--- config.mk ---
export PLATFORM = sky130hd
export DESIGN_NAME = sync_fifo_param
export DESIGN_NICKNAME = d
export VERILOG_FILES = /design/src/rtl/fifo_pkg.sv /design/src/rtl/fifo_mem.sv /design/src/rtl/sync_fifo_param.sv
export SDC_FILE = /design/constraint.sdc
export NUM_CORES = 1
export LEC_CHECK = 0
export CAP_MARGIN = 20
export CORE_ASPECT_RATIO = 0.5
export CORE_MARGIN = 4
export CORE_UTILIZATION = 50
export DETAILED_ROUTE_END_ITERATION = 8
export DONT_BUFFER_PORTS = 1
export PLACE_DENSITY = 0.62
export SETUP_SLACK_MARGIN = 0.15
export SLEW_MARGIN = 20
export SYNTH_ARGS = -nofsm -noshare
export SYNTH_HDL_FRONTEND = slang
export SYNTH_SLANG_ARGS = --single-unit
--- constraint.sdc ---
create_clock -name clock -period 3.85 [get_ports clock]
set_clock_uncertainty 0.15 [all_clocks]
set_input_delay 0.77 -clock clock [delete_from_list [all_inputs] [get_ports clock]]
set_output_delay 0.77 -clock clock [all_outputs]
set_load 0.02 [all_outputs]
--- src/rtl/fifo_pkg.sv ---
// Shared FIFO types, default geometry and pointer-width helper.
package fifo_pkg;

  // Read-side behaviour of the FIFO
  typedef enum logic {
    FIFO_STD  = 1'b0,
    FIFO_FWFT = 1'b1
  } fifo_mode_e;

  // Default geometry, also used by the UVM transaction and scoreboard model
  localparam int unsigned FIFO_DEFAULT_DW    = 8;
  localparam int unsigned FIFO_DEFAULT_DEPTH = 8;
  localparam int unsigned FIFO_DEFAULT_AFM   = 1;
  localparam int unsigned FIFO_DEFAULT_AEM   = 1;

  // Pointer width: index bits plus one wrap bit
  function automatic int unsigned ptr_w(input int unsigned depth);
    return $clog2(depth) + 1;
  endfunction

endpackage

--- src/rtl/fifo_mem.sv ---
// FIFO storage: DEPTH x DATA_WIDTH register array.
// Ports: clk_i clock; we_i/waddr_i/wdata_i synchronous write port;
//        raddr_i/rdata_o asynchronous read port. Contents are not reset.
module fifo_mem #(
  parameter int unsigned DATA_WIDTH = 8,
  parameter int unsigned DEPTH      = 8,
  localparam int unsigned AW        = $clog2(DEPTH)
) (
  input  logic                  clk_i,
  input  logic                  we_i,
  input  logic [AW-1:0]         waddr_i,
  input  logic [DATA_WIDTH-1:0] wdata_i,
  input  logic [AW-1:0]         raddr_i,
  output logic [DATA_WIDTH-1:0] rdata_o
);

  logic [DATA_WIDTH-1:0] mem_q [DEPTH];

  // Write port
  always_ff @(posedge clk_i) begin
    if (we_i) begin
      mem_q[waddr_i] <= wdata_i;
    end
  end

  // Read port returns pre-edge contents, so a same-entry write is not seen
  assign rdata_o = mem_q[raddr_i];

endmodule

--- src/rtl/sync_fifo_param.sv ---
// Parametrised single-clock FIFO with occupancy count, synchronous flush,
// sticky overflow/underflow flags and registered or fall-through read.
// Ports: clock, reset (async active-low); data_in/wn write; rn read/pop;
//        flush clears contents; clr_err clears sticky flags;
//        data_out read data; full/empty/almost_full/almost_empty status;
//        count occupancy 0..DEPTH; overflow/underflow sticky errors.
module sync_fifo_param
  import fifo_pkg::*;
#(
  parameter int unsigned DATA_WIDTH = FIFO_DEFAULT_DW,
  parameter int unsigned DEPTH      = FIFO_DEFAULT_DEPTH,
  parameter int unsigned AF_MARGIN  = FIFO_DEFAULT_AFM,
  parameter int unsigned AE_MARGIN  = FIFO_DEFAULT_AEM,
  parameter int unsigned FWFT       = 0
) (
  input  logic                       clock,
  input  logic                       reset,
  input  logic [DATA_WIDTH-1:0]      data_in,
  input  logic                       wn,
  input  logic                       rn,
  input  logic                       flush,
  input  logic                       clr_err,
  output logic [DATA_WIDTH-1:0]      data_out,
  output logic                       full,
  output logic                       empty,
  output logic                       almost_full,
  output logic                       almost_empty,
  output logic [$clog2(DEPTH):0]     count,
  output logic                       overflow,
  output logic                       underflow
);

  localparam int unsigned AW = $clog2(DEPTH);
  localparam int unsigned PW = ptr_w(DEPTH);
  localparam int unsigned CW = PW;
  localparam fifo_mode_e  MODE = (FWFT != 0) ? FIFO_FWFT : FIFO_STD;

  localparam logic [CW-1:0] AF_LVL = CW'(DEPTH - AF_MARGIN);
  localparam logic [CW-1:0] AE_LVL = CW'(AE_MARGIN);
  localparam logic          AF_RST = (DEPTH <= AF_MARGIN);

  // Elaboration-time parameter sanity
  if ((DEPTH < 2) || ((DEPTH & (DEPTH - 1)) != 0)) begin : g_bad_depth
    $error("sync_fifo_param: DEPTH must be a power of two >= 2");
  end
  if ((AF_MARGIN >= DEPTH) || (AE_MARGIN >= DEPTH)) begin : g_bad_margin
    $error("sync_fifo_param: AF_MARGIN and AE_MARGIN must be < DEPTH");
  end

  logic [PW-1:0]         wptr_q, wptr_d;
  logic [PW-1:0]         rptr_q, rptr_d;
  logic [CW-1:0]         count_q, count_d;
  logic                  full_q, full_d;
  logic                  empty_q, empty_d;
  logic                  af_q, af_d;
  logic                  ae_q, ae_d;
  logic                  ovf_q, ovf_d;
  logic                  unf_q, unf_d;
  logic [DATA_WIDTH-1:0] dout_q, dout_d;

  logic                  rd_ok;
  logic                  wr_ok;
  logic                  mem_we;
  logic [DATA_WIDTH-1:0] rdata;

  fifo_mem #(
    .DATA_WIDTH (DATA_WIDTH),
    .DEPTH      (DEPTH)
  ) u_mem (
    .clk_i   (clock),
    .we_i    (mem_we),
    .waddr_i (wptr_q[AW-1:0]),
    .wdata_i (data_in),
    .raddr_i (rptr_q[AW-1:0]),
    .rdata_o (rdata)
  );

  // Acceptance: a read on a full FIFO frees the slot for a same-cycle write
  always_comb begin
    rd_ok  = rn && !empty_q;
    wr_ok  = wn && (!full_q || rd_ok);
    mem_we = wr_ok && !flush;
  end

  // Next-state for pointers, count, status flags, errors and output register
  always_comb begin
    wptr_d  = wptr_q;
    rptr_d  = rptr_q;
    count_d = count_q;
    ovf_d   = ovf_q;
    unf_d   = unf_q;
    dout_d  = dout_q;

    if (clr_err) begin
      ovf_d = 1'b0;
      unf_d = 1'b0;
    end

    if (flush) begin
      // Flush wins over the same-cycle requests and raises no errors
      wptr_d  = '0;
      rptr_d  = '0;
      count_d = '0;
    end else begin
      if (wr_ok) begin
        wptr_d = wptr_q + PW'(1);
      end
      if (rd_ok) begin
        rptr_d = rptr_q + PW'(1);
        if (MODE == FIFO_STD) begin
          dout_d = rdata;
        end
      end
      count_d = count_q + CW'(wr_ok) - CW'(rd_ok);
      // Set has priority over a same-cycle clr_err
      if (wn && !wr_ok) begin
        ovf_d = 1'b1;
      end
      if (rn && !rd_ok) begin
        unf_d = 1'b1;
      end
    end

    empty_d = (wptr_d == rptr_d);
    full_d  = (wptr_d[AW-1:0] == rptr_d[AW-1:0]) && (wptr_d[AW] != rptr_d[AW]);
    af_d    = (count_d >= AF_LVL);
    ae_d    = (count_d <= AE_LVL);
  end

  // State registers
  always_ff @(posedge clock or negedge reset) begin
    if (!reset) begin
      wptr_q  <= '0;
      rptr_q  <= '0;
      count_q <= '0;
      full_q  <= 1'b0;
      empty_q <= 1'b1;
      af_q    <= AF_RST;
      ae_q    <= 1'b1;
      ovf_q   <= 1'b0;
      unf_q   <= 1'b0;
      dout_q  <= '0;
    end else begin
      wptr_q  <= wptr_d;
      rptr_q  <= rptr_d;
      count_q <= count_d;
      full_q  <= full_d;
      empty_q <= empty_d;
      af_q    <= af_d;
      ae_q    <= ae_d;
      ovf_q   <= ovf_d;
      unf_q   <= unf_d;
      dout_q  <= dout_d;
    end
  end

  // Fall-through shows the head word straight from storage, zero when empty
  always_comb begin
    if (MODE == FIFO_FWFT) begin
      data_out = empty_q ? '0 : rdata;
    end else begin
      data_out = dout_q;
    end
  end

  assign full         = full_q;
  assign empty        = empty_q;
  assign almost_full  = af_q;
  assign almost_empty = ae_q;
  assign count        = count_q;
  assign overflow     = ovf_q;
  assign underflow    = unf_q;

endmodule

Word level (Yosys, flattened, before mapping)
Memories as Yosys holds them, arrays and structs flattened. A register that Yosys moved wholly into a read port is not among the register bits. Cells that the tools add are included.

Bitwise logic cells: 1. Divide/modulo/power cells: 0. Magnitude comparators: 2. $add $sub $neg: 4. Reductions and logical operators: 14. Shift operators: 0. Equality and inequality tests: 3. Multiplexer cells: 13. Multiply operators: 0.

Operator list (count): 4-bit 2-to-1 mux (5); 4-bit by 1-bit adder with 4-bit output (second input constant) (2); 1-bit 2-to-1 mux (8); 1-bit logical AND (6); 1-bit zero test (6); 4-bit by 1-bit adder with 4-bit output (1); 4-bit == test (1); 4-bit by 3-bit greater-or-equal comparator with 1-bit output (second input constant) (1); 4-bit by 1-bit less-or-equal comparator with 1-bit output (second input constant) (1); 4-bit by 1-bit subtractor with 4-bit output (1); 3-bit == test (1); 2-bit AND reduction (1); 1-bit logical OR (1); 1-bit inequality test (1); 1-bit inverter (1).

Output and inout bits: 18. Memories: 1. Latch bits: 0. Memory bits (read-only): 0. Flip-flop bits (word level): 18. Bits of input ports: 14. Memory bits (writable): 64.

Memories: u_mem.mem_q (words 8, bits a word 8, read ports 1, clocked after Yosys merged registers in 1, wr ports 1, line fifo_mem.sv:17) `logic [DATA_WIDTH-1:0] mem_q [DEPTH];`.

Logic depth before layout (Yosys ltp)
Gate-level depths: netlist of run 1.

Word-level depth: 8. Depth in mapped cells: 12.

Modules after synthesis
A second synthesis of run 1 with hierarchy kept.

Cell total of the unflattened synthesis: 213. Area total of the unflattened synthesis: 3811.2 um^2.

Modules (own cells, without submodules): fifo_mem (area each 2531.2 um^2, cells each 106, times used 1); sync_fifo_param (area each 1280.0 um^2, cells each 107, times used 1).

Worst setup path after synthesis of run 1
No wires, ideal clock.

Path kind: input to register. From: input port rn. To: register af_q (netlist: almost_full). Setup slack: 1.237 ns. Path buffers: 1. Stages on the path: 11. Setup time: 0.083 ns. Required time: 3.617 ns. Arrival: 2.380 ns. Path through: nand2b_1 -> buf_6 -> inv_4 -> o21ai_4 -> ha_1 -> inv_1 -> ha_1 -> fa_1 -> nor2b_1 -> nand2_1 -> o22ai_1.

Word-level cells in the longest chain between the ends: 7.

Ends and longest elaborated chain: start, declared (line sync_fifo_param.sv:20) `input logic rn,`; 1-bit logical AND * (line sync_fifo_param.sv:80) `rd_ok = rn && !empty_q;`; 1-bit logical OR (line sync_fifo_param.sv:81) `wr_ok = wn && (!full_q || rd_ok);`; 1-bit logical AND (line sync_fifo_param.sv:81); 4-bit by 1-bit adder with 4-bit output (line sync_fifo_param.sv:114) `count_d = count_q + CW'(wr_ok) - CW'(rd_ok);`; 4-bit by 1-bit subtractor with 4-bit output * (line sync_fifo_param.sv:114); 4-bit 2-to-1 mux * (line sync_fifo_param.sv:99) `if (flush) begin`; named net count_d[1] (line sync_fifo_param.sv:52) `logic [CW-1:0] count_q, count_d;`; 4-bit by 3-bit greater-or-equal comparator with 1-bit output * (line sync_fifo_param.sv:126) `af_d = (count_d >= AF_LVL);`; named net af_d (line sync_fifo_param.sv:55) `logic af_q, af_d;`; end signal, assigned (line sync_fifo_param.sv:138) `af_q <= AF_RST;`; end signal, assigned (line sync_fifo_param.sv:149) `af_q <= af_d;`; end, declared (line sync_fifo_param.sv:55).

Mark *: on every way through the listed nets, which the timed path passes. The rest lies on a longest branch.

Worst setup path after layout of run 1
From: register empty_q (netlist: empty). To: register af_q (netlist: almost_full).

Word-level cells in the longest chain between the ends: 8.

Ends and longest elaborated chain: start, declared (line sync_fifo_param.sv:54) `logic empty_q, empty_d;`; start signal, assigned (line sync_fifo_param.sv:148) `empty_q <= empty_d;`; 1-bit zero test * (line sync_fifo_param.sv:80); 1-bit logical AND * (line sync_fifo_param.sv:80); 1-bit logical OR (line sync_fifo_param.sv:81); 1-bit logical AND (line sync_fifo_param.sv:81); 4-bit by 1-bit adder with 4-bit output (line sync_fifo_param.sv:114); 4-bit by 1-bit subtractor with 4-bit output * (line sync_fifo_param.sv:114); 4-bit 2-to-1 mux * (line sync_fifo_param.sv:99); named net count_d[1] (line sync_fifo_param.sv:52); 4-bit by 3-bit greater-or-equal comparator with 1-bit output * (line sync_fifo_param.sv:126); named net af_d (line sync_fifo_param.sv:55).

Marks and branches as above.

==> results of run 1 <==
synthesized netlist by cell type, types with 2 or more instances:
cell type,instances,area [um2]
mux2i_1,11,110
dfrtp_1,24,601
nand2_1,5,18.8
nand2b_1,4,25.0
buf_4,3,22.5
ha_1,6,75.1
buf_2,3,15.0
mux4_2,16,360
clkbuf_1,3,11.3
dfstp_2,2,52.6
nor2b_1,3,18.8
nand4_1,2,12.5
nor3_1,3,15.0
edfxtp_1,64,1920
a41o_1,2,20.0
nor2_1,26,97.6
inv_1,7,26.3
xor2_1,6,52.6
xnor2_1,10,87.6
a21oi_1,11,55.1
path summary, 6_finish.rpt:
check / startpoint / endpoint / slack (ns) / depth (start not counted)
max: empty / almost_full / 1.06 / 10
min: reset / empty / 0.12 / 0
max reg2reg: empty / almost_full / 1.06 / 10
min reg2reg: rptr_q[3] / rptr_q[3] / 0.40 / 2
max in group asynchronous: reset / rptr_q[2] / 2.94 / 1
min in group clock: flush / rptr_q[3] / 0.35 / 1
metal layers:
layer / track usage [%] / vias up
met1: 22.0 / 920
li1: - / 839
met3: 7.08 / 2
met2: 25.8 / 61
met5: 0 / -
met4: 4.27 / 0
power groups by stage:
stage / Sequential [mW] / Clock [mW] / Combinational (mW)
floorplan: 1.27 / 0 / 0.233
global placement: 1.29 / 0 / 0.265
detailed placement: 1.29 / 0 / 0.275
CTS: 1.27 / 0.951 / 0.284
global route: 1.28 / 0.988 / 0.322
finish: 1.27 / 0.924 / 0.277
repair_timing:
item                                    in CTS  in global routing
endpoints found under the hold margin       24                  0
hold buffers                                 1                  0
endpoints found under the setup margin       0                  0
buffers inserted                             0                  0
through the flow:
stage          hold WS, ns  power [mW]  std cells  utilization, %  setup slack, ns
2_1_floorplan        0.324        1.50        221               -             1.24
3_3_place_gp         0.325        1.56        310            54.9             1.08
3_5_place_dp         0.325        1.57        310            54.9            0.958
4_1_cts              0.102        2.51        327            59.7             1.01
5_1_grt             0.0998        2.59        327            59.6            0.801
6_report             0.123        2.47        327            59.6             1.06
registers in the layout (all words and copies together) (netlist names):
register      cells
u_mem.mem_q      64
data_out          8
count             4
rptr_q            4
wptr_q            4
almost_empty      1
almost_full       1
empty             1
full              1
overflow          1
underflow         1
critical path: cells and delay by family (launching register included):
| kind | cells | cell delay, ns |
|---|---|---|
| and+or+nand+nor | 3 | 0.68 |
| DFF | 1 | 0.61 |
| AOI/OAI and AO/OA | 2 | 0.33 |
| buffers and inverters | 2 | 0.13 |
| adders and majority gates | 3 | 0.82 |
kinds of logic after synthesis:
family	synth area share [%]
flops	69.6
simple gates	5.78
mux	12.7
buf+inv	2.50
compound gates	3.11
xor+xnor	3.78
fa+ha+maj	2.57
area by class of cell:
type / count / share of cell area [%]
well taps: 92 / 2.78
clock inverters: 6 / 2.18
clock buffers: 10 / 5.54
inverters: 8 / 0.787
flip-flops and latches: 90 / 62.3
multi-input cells: 113 / 25.0
repair buffers: 8 / 1.39
==> flow_summary.toml, run 1 <==
[synthesis]
postSynthAreaPerCell_um2 = 16.8
seq_area_frac_synth_pct = 69.6
ys_async_sr_fraction_pct = 28.9
synth_nets = 242
syn_inst = 221
yosys_warnings = 0
synth-main-ff-cell = "edfxtp_1"
syn-cell-area_um2 = 3700
ys_ff_latch = 90
synth_cell_type_count = 30
synth_edf_count = 64

[worst_setup_path]
path_cells = "nand2b_1 -> inv_4 -> o21ai_4 -> ha_1 -> inv_1 -> ha_1 -> fa_1 -> nor2b_1 -> nand2_1 -> o22ai_1"
arrival_ns = 2.90
setup.worst_path.class = "flop to flop"
cp.required_ns = 3.95
slowest_stage = "dfstp_2"
critical-path-max-stage-delay_ns = 0.61
end_kind = "flop"
crit_top_cell = "ha_1"
worst_setup_path_start_kind = "flop"
critPathMaxFanout = 7

[grt]
grt_max_degree = 25
grt_pass1_vias = 1851
grt_pass1_wl_um = 10400
overflow = 0
antenna_found_initial = 0
grt_use_total_pct = 16.6

[final_layout]
nFillCells = 528
final_cell_mix = "64 x edfxtp_1, 26 x nor2_1, 24 x dfrtp_1"
final_common_cell = "edfxtp_1"
area_growth_pct = 11.7
nets = 251
n_antenna_cell = 0
multi_input_area_um2 = 1030
layout-drive-gt1-share_pct = 18.3
final_area_um2 = 4130
seq_area_um2 = 2570

[place]
io_buffers = 0
placed_cell_area_um2 = 3810
hpwlAfterDp_um = 4110
gp_congestion = 0.684

[timing]
period_needed_ns = 2.79
grt_setup_unrepaired = "no"
hold_viol = 0
finalCritPeriodShare_pct = 72.6
setup-tns-final_ns = 0
drv_slew = 0
max_slew_margin_pct = 39.1
max_freq_mhz = 358
worstMarginPinSlew_ns = 0.911
setup_viol = 0

[detailed_routing]
viasPerCell = 5.57
drcViolationCount = 0
topRoutingLayerUsed = "met4"
drt_iter0_markers = 120
drtAntennaViolNets = 0
vias = 1822
met3_length_um = 555
wl_met1_um = 2820
dr.pass1.iters = 4
wire_per_inst_um = 19.9
totalWireLength_um = 6500
wl_met2_um = 3110

[power]
p_clk_share_pct = 37.4
p_int_mw = 1.83
power_frac_comb_pct = 11.2
max-vdd-ir-drop_uv = 211
seq_power_share_pct = 51.4
switchingPower_uw = 641
p_leak_nw = 1.48
p_per_area_nw_per_um2 = 598
switching_share_pct = 25.9

[job]
max_cap_violations = 0

[cts]
clock_path_buffers = 2
cts_buffers = 9
clkLatencyLatePin_ns = 0.34
cts_resized = 0
cts_root_buf = "clkbuf_16"
cts_tree = "yes"
clkTransAtPathRegs_ns = 0.06
clock-sinks = 90
htreeDepth = 3

[floorplanning]
core_area_um2 = 6940
rows = 21
die_y_um = 68.8
dieArea_um2 = 8930
ios = 32
start_util_pct = 53.4
die_w_um = 130

[run_status]
run_status = "completed"

[worst_hold_path]
min_path_type = "input pin to async pin"
(Power assumes the default switching activity.)
==> run 2, diff against run 1 <==
==> constraint.sdc (replaced) <==
create_clock -name clock -period 2.7 [get_ports clock]
set_clock_uncertainty 0.15 [all_clocks]
set_input_delay 0.54 -clock clock [delete_from_list [all_inputs] [get_ports clock]]
set_output_delay 0.54 -clock clock [all_outputs]
set_load 0.02 [all_outputs]
==> flow_summary.toml, run 2 (same netlist as run 1, synthesis figures left out) <==
[grt]
overflow = 0
grt_pass1_vias = 1870
antenna_found_initial = 0
grt_use_total_pct = 16.4
grt_pass1_wl_um = 10000
grt_max_degree = 27

[final_layout]
largest_reg_flops = 64
nFillCells = 523
layout-drive-gt1-share_pct = 21.4
nets = 259
top_register = "u_mem.mem_q"
final_cell_mix = "64 x edfxtp_1, 26 x nor2_1, 24 x dfrtp_1"
final_common_cell = "edfxtp_1"
n_antenna_cell = 0
final_area_um2 = 4190
utilization_pct = 60.4
area_growth_pct = 13.1

[worst_setup_path]
end_kind = "flop"
r2r_start = "empty"
worst_setup_path_start_kind = "flop"
worstReg2RegEnd = "almost_empty"
ff2ff_setup_slack_ns = 0.25
setup.worst_path.class = "flop to flop"
critPathMaxFanout = 4
arrival_ns = 2.56
cp.required_ns = 2.81
ff2ff_path_depth = 9

[power]
p_clk_share_pct = 33.4
p_leak_nw = 1.52
seq_power_share_pct = 53.9
max-vdd-ir-drop_uv = 395
power_frac_comb_pct = 12.7
switching_share_pct = 27.5
p_per_area_nw_per_um2 = 804
switchingPower_uw = 926
p_int_mw = 2.44

[floorplanning]
start_util_pct = 53.4
die_y_um = 68.8
core_area_um2 = 6940
rows = 21
die_w_um = 130
ios = 32
dieArea_um2 = 8930

[detailed_routing]
vias = 1826
totalWireLength_um = 6570
drtAntennaViolNets = 0
dr.pass1.iters = 4
viasPerCell = 5.45
drt_iter0_markers = 130
wire_per_inst_um = 19.6
drcViolationCount = 0

[timing]
period_needed_ns = 2.45
worstMarginPinSlew_ns = 0.349
max_freq_mhz = 408
setup_slack_ns = 0.249
max_slew_margin_pct = 76.8
setup_viol = 0
setup-tns-final_ns = 0
grt_setup_unrepaired = "no"
finalCritPeriodShare_pct = 90.8
hold_viol = 0
drv_slew = 0

[job]
max_cap_violations = 0

[cts]
htreeDepth = 3
clkTransAtPathRegs_ns = 0.06
clkLatencyLatePin_ns = 0.34
cts_tree = "yes"
cts_root_buf = "clkbuf_16"
clock-sinks = 90
cts_setup_buffers = 0
clock_path_buffers = 2
cts_buffers = 9

[place]
gp_congestion = 0.797
io_buffers = 0
preCtsSetupSlack_ns = 0.216
placed_cell_area_um2 = 3870
hpwlAfterDp_um = 4220

[run_status]
run_status = "completed"

[worst_hold_path]
hold_start = "flush"
min_path_cells = 1
min_path_type = "input pin to flop"
worstHoldEndpoint = "wptr_q[2]"
## run 2: cell types whose count changed in the layout (fill, tap and decap cells not counted), moves of 2 or more
cell | previous run | this run
buf_12 | 0 | 2
buf_4 | 7 | 13
bufinv_16 | 2 | 0
clkinv_1 | 0 | 2
## run 2: worst max-delay path by stage
stage / endpoint / start / cells after the start
global placement: almost_full / empty / 9
global route: almost_empty / empty / 9
detailed placement: almost_full / empty / 9
CTS: almost_full / empty / 9
floorplan: almost_empty / empty / 10
finish: almost_empty / empty / 9
## run 2: what timing repair did
action | CTS | global route
hold endpoints to repair | 26 | 0
gates resized for setup | 0 | 3
hold buffers | 2 | 0
setup endpoints to repair | 0 | 2
## run 2: power by group through the flow
stage	Combinational [mW]	Sequential, mW	Clock [mW]
floorplan	0.333	1.81	0
global placement	0.391	1.84	0
detailed placement	0.400	1.85	0
CTS	0.417	1.82	1.16
global route	0.477	1.82	1.23
finish	0.427	1.81	1.13
## run 2: cell type report
type	instances	area [um2]	area share (%)
Multi-Input combinational cell	113	1050	25.1
Timing Repair Buffer	16	148	3.52
Clock buffer	9	225	5.38
Inverter	8	32.5	0.777
Clock inverter	7	43.8	1.05
Tap cell	92	115	2.75
Sequential cell	90	2570	61.5
## run 2: layer usage
| metal | GRT usage [%] | part of all wire (%) | vias up |
|---|---|---|---|
| met5 | 0 | 0 | - |
| met1 | 20.1 | 43 | 912 |
| li1 | - | - | 862 |
| met3 | 6.92 | 7.7 | 5 |
| met4 | 6.61 | 1.0 | 0 |
| met2 | 26.5 | 48 | 47 |
## run 2: worst max-delay path: stages (launching register included)
cell	delay, ns
dfstp_2	0.62
nand2b_4	0.17
inv_4	0.05
o21ai_4	0.12
ha_1	0.24
inv_1	0.06
ha_1	0.17
fa_1	0.41
nor2b_2	0.18
nor3_2	0.21
## run 2: per-stage QoR
stage / hold WS [ns] / power (mW) / cells
floorplan: 0.0944 / 2.14 / 221
global placement: 0.0951 / 2.23 / 317
detailed placement: 0.0950 / 2.25 / 317
CTS: 0.0924 / 3.39 / 335
global route: 0.0909 / 3.53 / 335
finish: 0.110 / 3.37 / 335
